**src/rtl/io_mem_pkg.sv**
```systemverilog
// Shared types and defaults for the IO register requester: FSM encoding,
// bus width / window defaults and the address window decode.
package io_mem_pkg;

    typedef enum logic [2:0] {
        ST_IDLE,
        ST_WR_STB,
        ST_RD_STB,
        ST_RD_WAIT,
        ST_RESP
    } state_t;

    localparam int         DATA_W_DEF  = 16;
    localparam logic [7:0] IO_BASE_DEF = 8'h40;
    localparam logic [7:0] IO_MASK_DEF = 8'hF0;

    // Operands are zero-extended to 32 bits so one function serves any ADDR_W.
    function automatic logic io_win_hit(input logic [31:0] addr,
                                        input logic [31:0] base,
                                        input logic [31:0] mask);
        return (addr & mask) == (base & mask);
    endfunction

endpackage

```
**src/rtl/io_req_fifo.sv**
```systemverilog
// Synchronous request FIFO. Full is registered from the next count so the
// upstream ready is a clean flop; a push is refused while full_o is high.
module io_req_fifo #(
    parameter int WIDTH = 25,
    parameter int DEPTH = 4
) (
    input  logic             CLK,
    input  logic             RST,
    input  logic             push_i,
    input  logic [WIDTH-1:0] push_data_i,
    input  logic             pop_i,
    output logic [WIDTH-1:0] pop_data_o,
    output logic             full_o,
    output logic             empty_o
);

    localparam int PTR_W = (DEPTH > 1) ? $clog2(DEPTH) : 1;

    logic [WIDTH-1:0] mem_q [DEPTH];
    logic [PTR_W-1:0] wr_ptr_q, wr_ptr_d;
    logic [PTR_W-1:0] rd_ptr_q, rd_ptr_d;
    logic [PTR_W:0]   count_q, count_d;
    logic             full_q, full_d;
    logic             do_push, do_pop;

    assign do_push = push_i && !full_q;
    assign do_pop  = pop_i && (count_q != '0);

    always_comb begin
        wr_ptr_d = wr_ptr_q + PTR_W'(do_push);
        rd_ptr_d = rd_ptr_q + PTR_W'(do_pop);
        count_d  = count_q + (PTR_W+1)'(do_push) - (PTR_W+1)'(do_pop);
        full_d   = (count_d == (PTR_W+1)'(DEPTH));
    end

    always_ff @(posedge CLK or posedge RST) begin
        if (RST) begin
            wr_ptr_q <= '0;
            rd_ptr_q <= '0;
            count_q  <= '0;
            full_q   <= 1'b0;
        end else begin
            wr_ptr_q <= wr_ptr_d;
            rd_ptr_q <= rd_ptr_d;
            count_q  <= count_d;
            full_q   <= full_d;
        end
    end

    always_ff @(posedge CLK) begin
        if (do_push) begin
            mem_q[wr_ptr_q] <= push_data_i;
        end
    end

    assign pop_data_o = mem_q[rd_ptr_q];
    assign full_o     = full_q;
    assign empty_o    = (count_q == '0);

endmodule

```
**src/rtl/io_mem_requester.sv**
```systemverilog
// CPU-side requester for the 16-bit IO register slave: buffers requests,
// decodes the IO window, strobes the slave and returns one response each.
module io_mem_requester
    import io_mem_pkg::*;
#(
    parameter int                ADDR_W     = 8,
    parameter int                DATA_W     = DATA_W_DEF,
    parameter int                FIFO_DEPTH = 4,
    parameter int                RD_LAT     = 1,
    parameter logic [ADDR_W-1:0] IO_BASE    = ADDR_W'(IO_BASE_DEF),
    parameter logic [ADDR_W-1:0] IO_MASK    = ADDR_W'(IO_MASK_DEF)
) (
    input  logic              CLK,
    input  logic              RST,
    input  logic              req_valid,
    output logic              req_ready,
    input  logic              req_we,
    input  logic [ADDR_W-1:0] req_addr,
    input  logic [DATA_W-1:0] req_wdata,
    output logic              resp_valid,
    input  logic              resp_ready,
    output logic              resp_we,
    output logic              resp_err,
    output logic [DATA_W-1:0] resp_rdata,
    output logic              dev_read_en,
    output logic              dev_write_en,
    output logic [DATA_W-1:0] dev_wdata,
    input  logic [DATA_W-1:0] dev_rdata
);

    localparam int ENT_W = 1 + ADDR_W + DATA_W;
    localparam int CNT_W = (RD_LAT > 1) ? $clog2(RD_LAT) : 1;

    state_t            state_q, state_d;
    logic              fifo_full, fifo_empty, fifo_push, fifo_pop;
    logic [ENT_W-1:0]  head;
    logic              head_we, head_hit;
    logic [ADDR_W-1:0] head_addr;
    logic [DATA_W-1:0] head_wdata;

    logic              we_q, err_q;
    logic [DATA_W-1:0] rdata_q, wdata_q;
    logic [CNT_W-1:0]  cnt_q;

    assign req_ready = !fifo_full;
    assign fifo_push = req_valid && req_ready;
    assign fifo_pop  = (state_q == ST_IDLE) && !fifo_empty;

    io_req_fifo #(
        .WIDTH (ENT_W),
        .DEPTH (FIFO_DEPTH)
    ) u_fifo (
        .CLK         (CLK),
        .RST         (RST),
        .push_i      (fifo_push),
        .push_data_i ({req_we, req_addr, req_wdata}),
        .pop_i       (fifo_pop),
        .pop_data_o  (head),
        .full_o      (fifo_full),
        .empty_o     (fifo_empty)
    );

    assign {head_we, head_addr, head_wdata} = head;
    assign head_hit = io_win_hit(32'(head_addr), 32'(IO_BASE), 32'(IO_MASK));

    always_ff @(posedge CLK or posedge RST) begin
        if (RST) begin
            state_q <= ST_IDLE;
        end else begin
            state_q <= state_d;
        end
    end

    always_comb begin
        state_d = state_q;
        case (state_q)
            ST_IDLE: begin
                if (!fifo_empty) begin
                    if (!head_hit)    state_d = ST_RESP;
                    else if (head_we) state_d = ST_WR_STB;
                    else              state_d = ST_RD_STB;
                end
            end
            ST_WR_STB:  state_d = ST_RESP;
            ST_RD_STB:  state_d = ST_RD_WAIT;
            ST_RD_WAIT: if (cnt_q == '0) state_d = ST_RESP;
            ST_RESP:    if (resp_ready) state_d = ST_IDLE;
            default:    state_d = ST_IDLE;
        endcase
    end

    // Strobes and resp_valid decode straight from state so async reset kills them at once.
    always_comb begin
        dev_write_en = (state_q == ST_WR_STB);
        dev_read_en  = (state_q == ST_RD_STB);
        resp_valid   = (state_q == ST_RESP);
    end

    always_ff @(posedge CLK or posedge RST) begin
        if (RST) begin
            we_q    <= 1'b0;
            err_q   <= 1'b0;
            rdata_q <= '0;
            wdata_q <= '0;
            cnt_q   <= '0;
        end else begin
            if (fifo_pop) begin
                we_q    <= head_we;
                err_q   <= !head_hit;
                rdata_q <= '0;
                if (head_hit && head_we) begin
                    wdata_q <= head_wdata;
                end
            end
            if (state_q == ST_RD_STB) begin
                cnt_q <= CNT_W'(RD_LAT - 1);
            end else if (state_q == ST_RD_WAIT && cnt_q != '0) begin
                cnt_q <= cnt_q - CNT_W'(1);
            end
            if (state_q == ST_RD_WAIT && cnt_q == '0) begin
                rdata_q <= dev_rdata;
            end
        end
    end

    assign resp_we    = we_q;
    assign resp_err   = err_q;
    assign resp_rdata = rdata_q;
    assign dev_wdata  = wdata_q;

endmodule

```
**config.mk**
```make
export PLATFORM = sky130hd
export DESIGN_NAME = io_mem_requester
export DESIGN_NICKNAME = d
export VERILOG_FILES = /design/src/rtl/io_mem_pkg.sv /design/src/rtl/io_req_fifo.sv /design/src/rtl/io_mem_requester.sv
export SDC_FILE = /design/constraint.sdc
export NUM_CORES = 1
export LEC_CHECK = 0
export ABC_AREA = 1
export BUFFER_PORTS_ARGS = -buffer_cell sky130_fd_sc_hd__buf_2
export CELL_PAD_IN_SITES_DETAIL_PLACEMENT = 1
export CELL_PAD_IN_SITES_GLOBAL_PLACEMENT = 2
export CORE_MARGIN = 2
export CORE_UTILIZATION = 35
export CTS_BUF_LIST = sky130_fd_sc_hd__clkbuf_8
export DETAILED_ROUTE_END_ITERATION = 16
export PLACE_DENSITY = 0.77
export SETUP_SLACK_MARGIN = 0.05
export SLEW_MARGIN = 0
export SYNTH_ARGS = -nofsm -noshare
export SYNTH_HDL_FRONTEND = slang
export SYNTH_HIERARCHICAL = 1
export SYNTH_SLANG_ARGS = --single-unit
```
**constraint.sdc**
```tcl
create_clock -name CLK -period 3.2 [get_ports CLK]
set_clock_uncertainty 0.15 [all_clocks]
set_input_delay 0.64 -clock CLK [delete_from_list [all_inputs] [get_ports CLK]]
set_output_delay 0.64 -clock CLK [all_outputs]
set_load 0.02 [all_outputs]
```
# After elaboration in Yosys (flattened, before gate mapping)
# Memories as Yosys holds them, arrays and structs flattened.
# Cells that the tools add are included.
# classes
add_sub_neg	5
n_eq_ne	9
mux	12
bitwise_logic	1
reduce_logical	17
# ops
operator	n
$mux 16	2
$pmux 3 s5	1
$mux 3	4
$logic_and 1x1->1	7
$eq 3x2->1 const B	2
$eq 3x3->1 const B	2
$logic_not 3->1	2
$add 2x1->2	2
$eq 4x3->1 const B	1
$mux 1	4
$ne 2x2->1 const B	2
$reduce_bool 2->1	2
$add 3x1->3	1
$eq 3x1->1 const B	1
$logic_not 1->1	3
$reduce_and 3->1	1
$reduce_bool 3->1	1
$sub 3x1->3	1
$mux 2	1
$ne 2x1->1 const B	1
$reduce_and 2->1	1
$not 1->1	1
$sub 1x1->1 const B	1
# totals
register_bits	46
ramBits	100
out_inout_bits	38
elab_cells	55
mem_count	1
# memory_table
memory	words	word_bits	rd	rd_clocked_by_memory_dff	wr	line	source
u_fifo.mem_q	4	25	1	0	1	io_req_fifo.sv:19	logic [WIDTH-1:0] mem_q [DEPTH];

# Logic depth before layout (Yosys ltp)
# depth
word_depth	6
ltp_mapped	14
mapped_depth_nobuf	12

# Modules after synthesis
# Netlist, hierarchy kept.
# by_module_without_submodules
module	instances	cells_per_inst	area_each_um2	seq_area_each_um2
io_req_fifo	1	315	4211.5	3203.1
io_mem_requester	1	193	1664.1	950.9

# Worst setup path before layout
# OpenSTA, ideal clock, no wires.
# synth_timing
kind	input-to-reg
start	input req_valid
end	memory u_fifo.mem_q[0][0] (enable)
setup_time_ps	438
arrival_ps	2758
required_ps	2612
path_slack_ps	-146
cell_stages	6
path_buffers	0
path_cell_list	inv_1 -> nor2_1 -> inv_1 -> nor2_1 -> inv_1 -> nor3_1
# synth_via
elab_chain_len	4
# synth_rtl
item	line	source
start, declared	io_mem_requester.sv:15	input logic req_valid,
$logic_and 1x1->1	io_mem_requester.sv:46	assign fifo_push = req_valid && req_ready;
via fifo_push	io_mem_requester.sv:35	logic fifo_full, fifo_empty, fifo_push, fifo_pop;
$logic_and 1x1->1	io_req_fifo.sv:26	assign do_push = push_i && !full_q;
$mux 1	io_req_fifo.sv:51	if (do_push) begin
$mux 1 (not written as such)	io_req_fifo.sv:52	mem_q[wr_ptr_q] <= push_data_i;
end, declared	io_req_fifo.sv:19	
# The timed path passes the listed nets, and every way through them passes these cells.

# Worst setup path in the final report
# layout_timing
start	register u_fifo.rd_ptr_q[0]
end	register wdata_q[15] (netlist: dev_wdata[15])
# layout_via
elab_chain_len	4
# layout_rtl
item	line	source
start, declared	io_req_fifo.sv:21	logic [PTR_W-1:0] rd_ptr_q, rd_ptr_d;
start signal, assigned	io_req_fifo.sv:44	rd_ptr_q <= rd_ptr_d;
$mem_v2 4x25	--	
via head[22]	io_mem_requester.sv:36	logic [ENT_W-1:0] head;
$eq 4x3->1	io_mem_pkg.sv:21	return (addr & mask) == (base & mask);
$logic_and 1x1->1	io_mem_requester.sv:111	if (head_hit && head_we) begin
$reduce_and 2->1 (no source line)	--	
end signal, assigned	io_mem_requester.sv:112	wdata_q <= head_wdata;
end, declared	io_mem_requester.sv:42	logic [DATA_W-1:0] rdata_q, wdata_q;
# The timed path passes the listed nets, and every way through them passes these cells.
# A chain may end at the register's enable or synchronous reset.

==> run metrics <==
IO buf count=78; Filler cells=1,642; CTS Hold Buffers Added=0; pin count of the biggest net entering global routing=46; CP peak stage delay=450 ps; antenna violations before repair=0; DR vias=3,492; WL/cell=14.51 microns; Max IR drop VDD=0.0003066 V; M3 GR Usage=0.03838; starting density of the core=0.3612; area of the multi-input gates=1289 sq um; final setup TNS=0 ps; clock-pin slew on the worst setup and hold paths=70 ps; net count after synthesis=516; Hold WC Path Type=in2async; Detail Route Antenna Nets=0; standard-cell rows=44; Most Frequent Cell on Critical Path=nand2_1; gr ovfl total=0; Clock Tree Buf Depth=2; period utilization=0.7777; syn_area_per_cell=11.30 sq um; mapped cell area=5290 sq um; Root Buffer=clkbuf_8; setup bufs post-CTS=0; CTS H-tree lvls=4; CP Class=reg2reg; WL final=10,850 microns; RSZ-0062 raised after global routing=false; CTS Buf Count=17; detailed placement HPWL=6990 microns; Max Clock Freq=401.9 MHz; worst slew pin tran=1137 ps; Crit path max-delay family=simple AND/OR/NAND/NOR gates; yosys warns=6; Place WS=458.2 ps; Power Density=897.1 nW/um^2; grt met2 use=0.2647; r2r setup slk=710 ps; Sink Count=130; DRT Pass-1 Iters=4; Buf/Inv on CP=1; first-pass GRT wire length=18,190 microns; Reg area=3674 sq um; Slowest-stage cell, CP=buf_4; crit path DAT=2700 ps; Required @ worst endpoint=3410 ps; slew margin rel.=0.2370; DRT iter0 DRCs=125; Clk Latency, worst-skew pair=420 ps; final setup margin=711.5 ps; GRT busiest layer=met2; final hold vios=0; final-report setup violation count=0; min Tclk post-route=2488 ps; CP Cell Sequence=buf_4, nor2_1, nor2_1, o21ai_1, o21ai_1, nand2_1, nor2_2, nand2_2, nor2_8, nand2_1, nand2_1; nature of the critical path endpoint=flip-flop; MaxCap Viol Count=0; GR Util met1=0.1639; crit path max fanout=45; Static Leak=2.741 nW; CTS tree=built; NumNets Final=598; die height=126.9 microns; share of layout cells above drive strength 1=0.2345; total core area=14,640 sq um; vias in the first global route=3,761; die area=16,110 sq um; Vias/cell=4.668; overall routing resource usage=0.1465; Residual DRC=0; Slew Limit Fails=0; Die Wd=126.9 microns; Placer Congestion=0.7400; area delta synth->final=17.76%; I/O pin cnt=83; cells after synthesis=468; status=finished, final reports clean; post-cts resize count=0; CP Launch Type=flip-flop
==> area by class of cell <==
type                            instances  area share
Antenna cell                            1   0.0004017
Sequential cell                       130      0.5897
Clock inverter                         14     0.02852
Timing Repair Buffer                   86     0.07230
Multi-Input combinational cell        274      0.2069
Clock buffer                           18     0.03977
Tap cell                              184     0.03696
Inverter                               41     0.02551
==> cells in the final DEF (no fill, tap or decap), types with 2 or more instances in the layout <==
| master | n |
|---|---|
| buf_2 | 78 |
| buf_4 | 8 |
| bufinv_16 | 3 |
| clkbuf_8 | 18 |
| clkinv_1 | 2 |
| clkinv_4 | 3 |
| clkinvlp_4 | 2 |
| dfrtp_1 | 46 |
| edfxtp_1 | 84 |
| ha_1 | 2 |
| inv_1 | 37 |
| inv_4 | 2 |
| inv_6 | 3 |
| nand2_1 | 76 |
| nand2_2 | 2 |
| nand3_1 | 22 |
| nand3b_1 | 2 |
| nand4_1 | 3 |
| nor2_1 | 72 |
| nor2_2 | 2 |
| nor3_2 | 4 |
| o21ai_0 | 20 |
| o21ai_1 | 62 |
==> per-layer routing <==
layer | vias up | wire, microns
met5 | - | 0
met4 | 0 | 158
met3 | 7 | 413
met2 | 53 | 5728
met1 | 1706 | 4553
li1 | 1726 | -
==> sequential cells by signal (all words and copies together), names as in the netlist <==
| name | count |
|---|---|
| u_fifo/wr_ptr_q | 2 |
| u_fifo/rd_ptr_q | 2 |
| dev_wdata | 16 |
| state_q | 3 |
| resp_rdata | 16 |
| cnt_q | 1 |
| resp_we | 1 |
| u_fifo/count_q | 3 |
| u_fifo/mem_q | 84 |
| u_fifo/full_o | 1 |
| resp_err | 1 |
==> where the power goes <==
part           total (W)  switching [W]  internal, W
clock            0.00144       0.000639     0.000803
combinational    0.00182        0.00126     0.000559
sequential       0.00233       0.000146      0.00218
total            0.00559        0.00204      0.00354
==> path summary, 6_finish.rpt <==
kind | startpoint | to | cells past startpoint
min in group CLK | req_wdata[1] | u_fifo/mem_q[3][1] | 1
min reg2reg | dev_wdata[13] | dev_wdata[13] | 2
max in group asynchronous | RST | resp_rdata[6] | 3
min | RST | u_fifo/count_q[0] | 2
max reg2reg | u_fifo/rd_ptr_q[0] | dev_wdata[15] | 11
max | u_fifo/rd_ptr_q[0] | dev_wdata[15] | 11
==> per-stage QoR <==
step | power (W) | utilization | hold WS, ps | instances | cell area [sq um]
floorplan | 0.003810 | - | 291.9 | 468 | 5290
global placement | 0.004143 | 0.3962 | 303.8 | 715 | 5802
detailed placement | 0.004230 | 0.3962 | 314.3 | 715 | 5802
CTS | 0.005690 | 0.4252 | 11.02 | 747 | 6227
global route | 0.006004 | 0.4252 | 17.13 | 747 | 6227
finish | 0.005589 | 0.4254 | 25.39 | 748 | 6230
(Power assumes the default switching activity.)
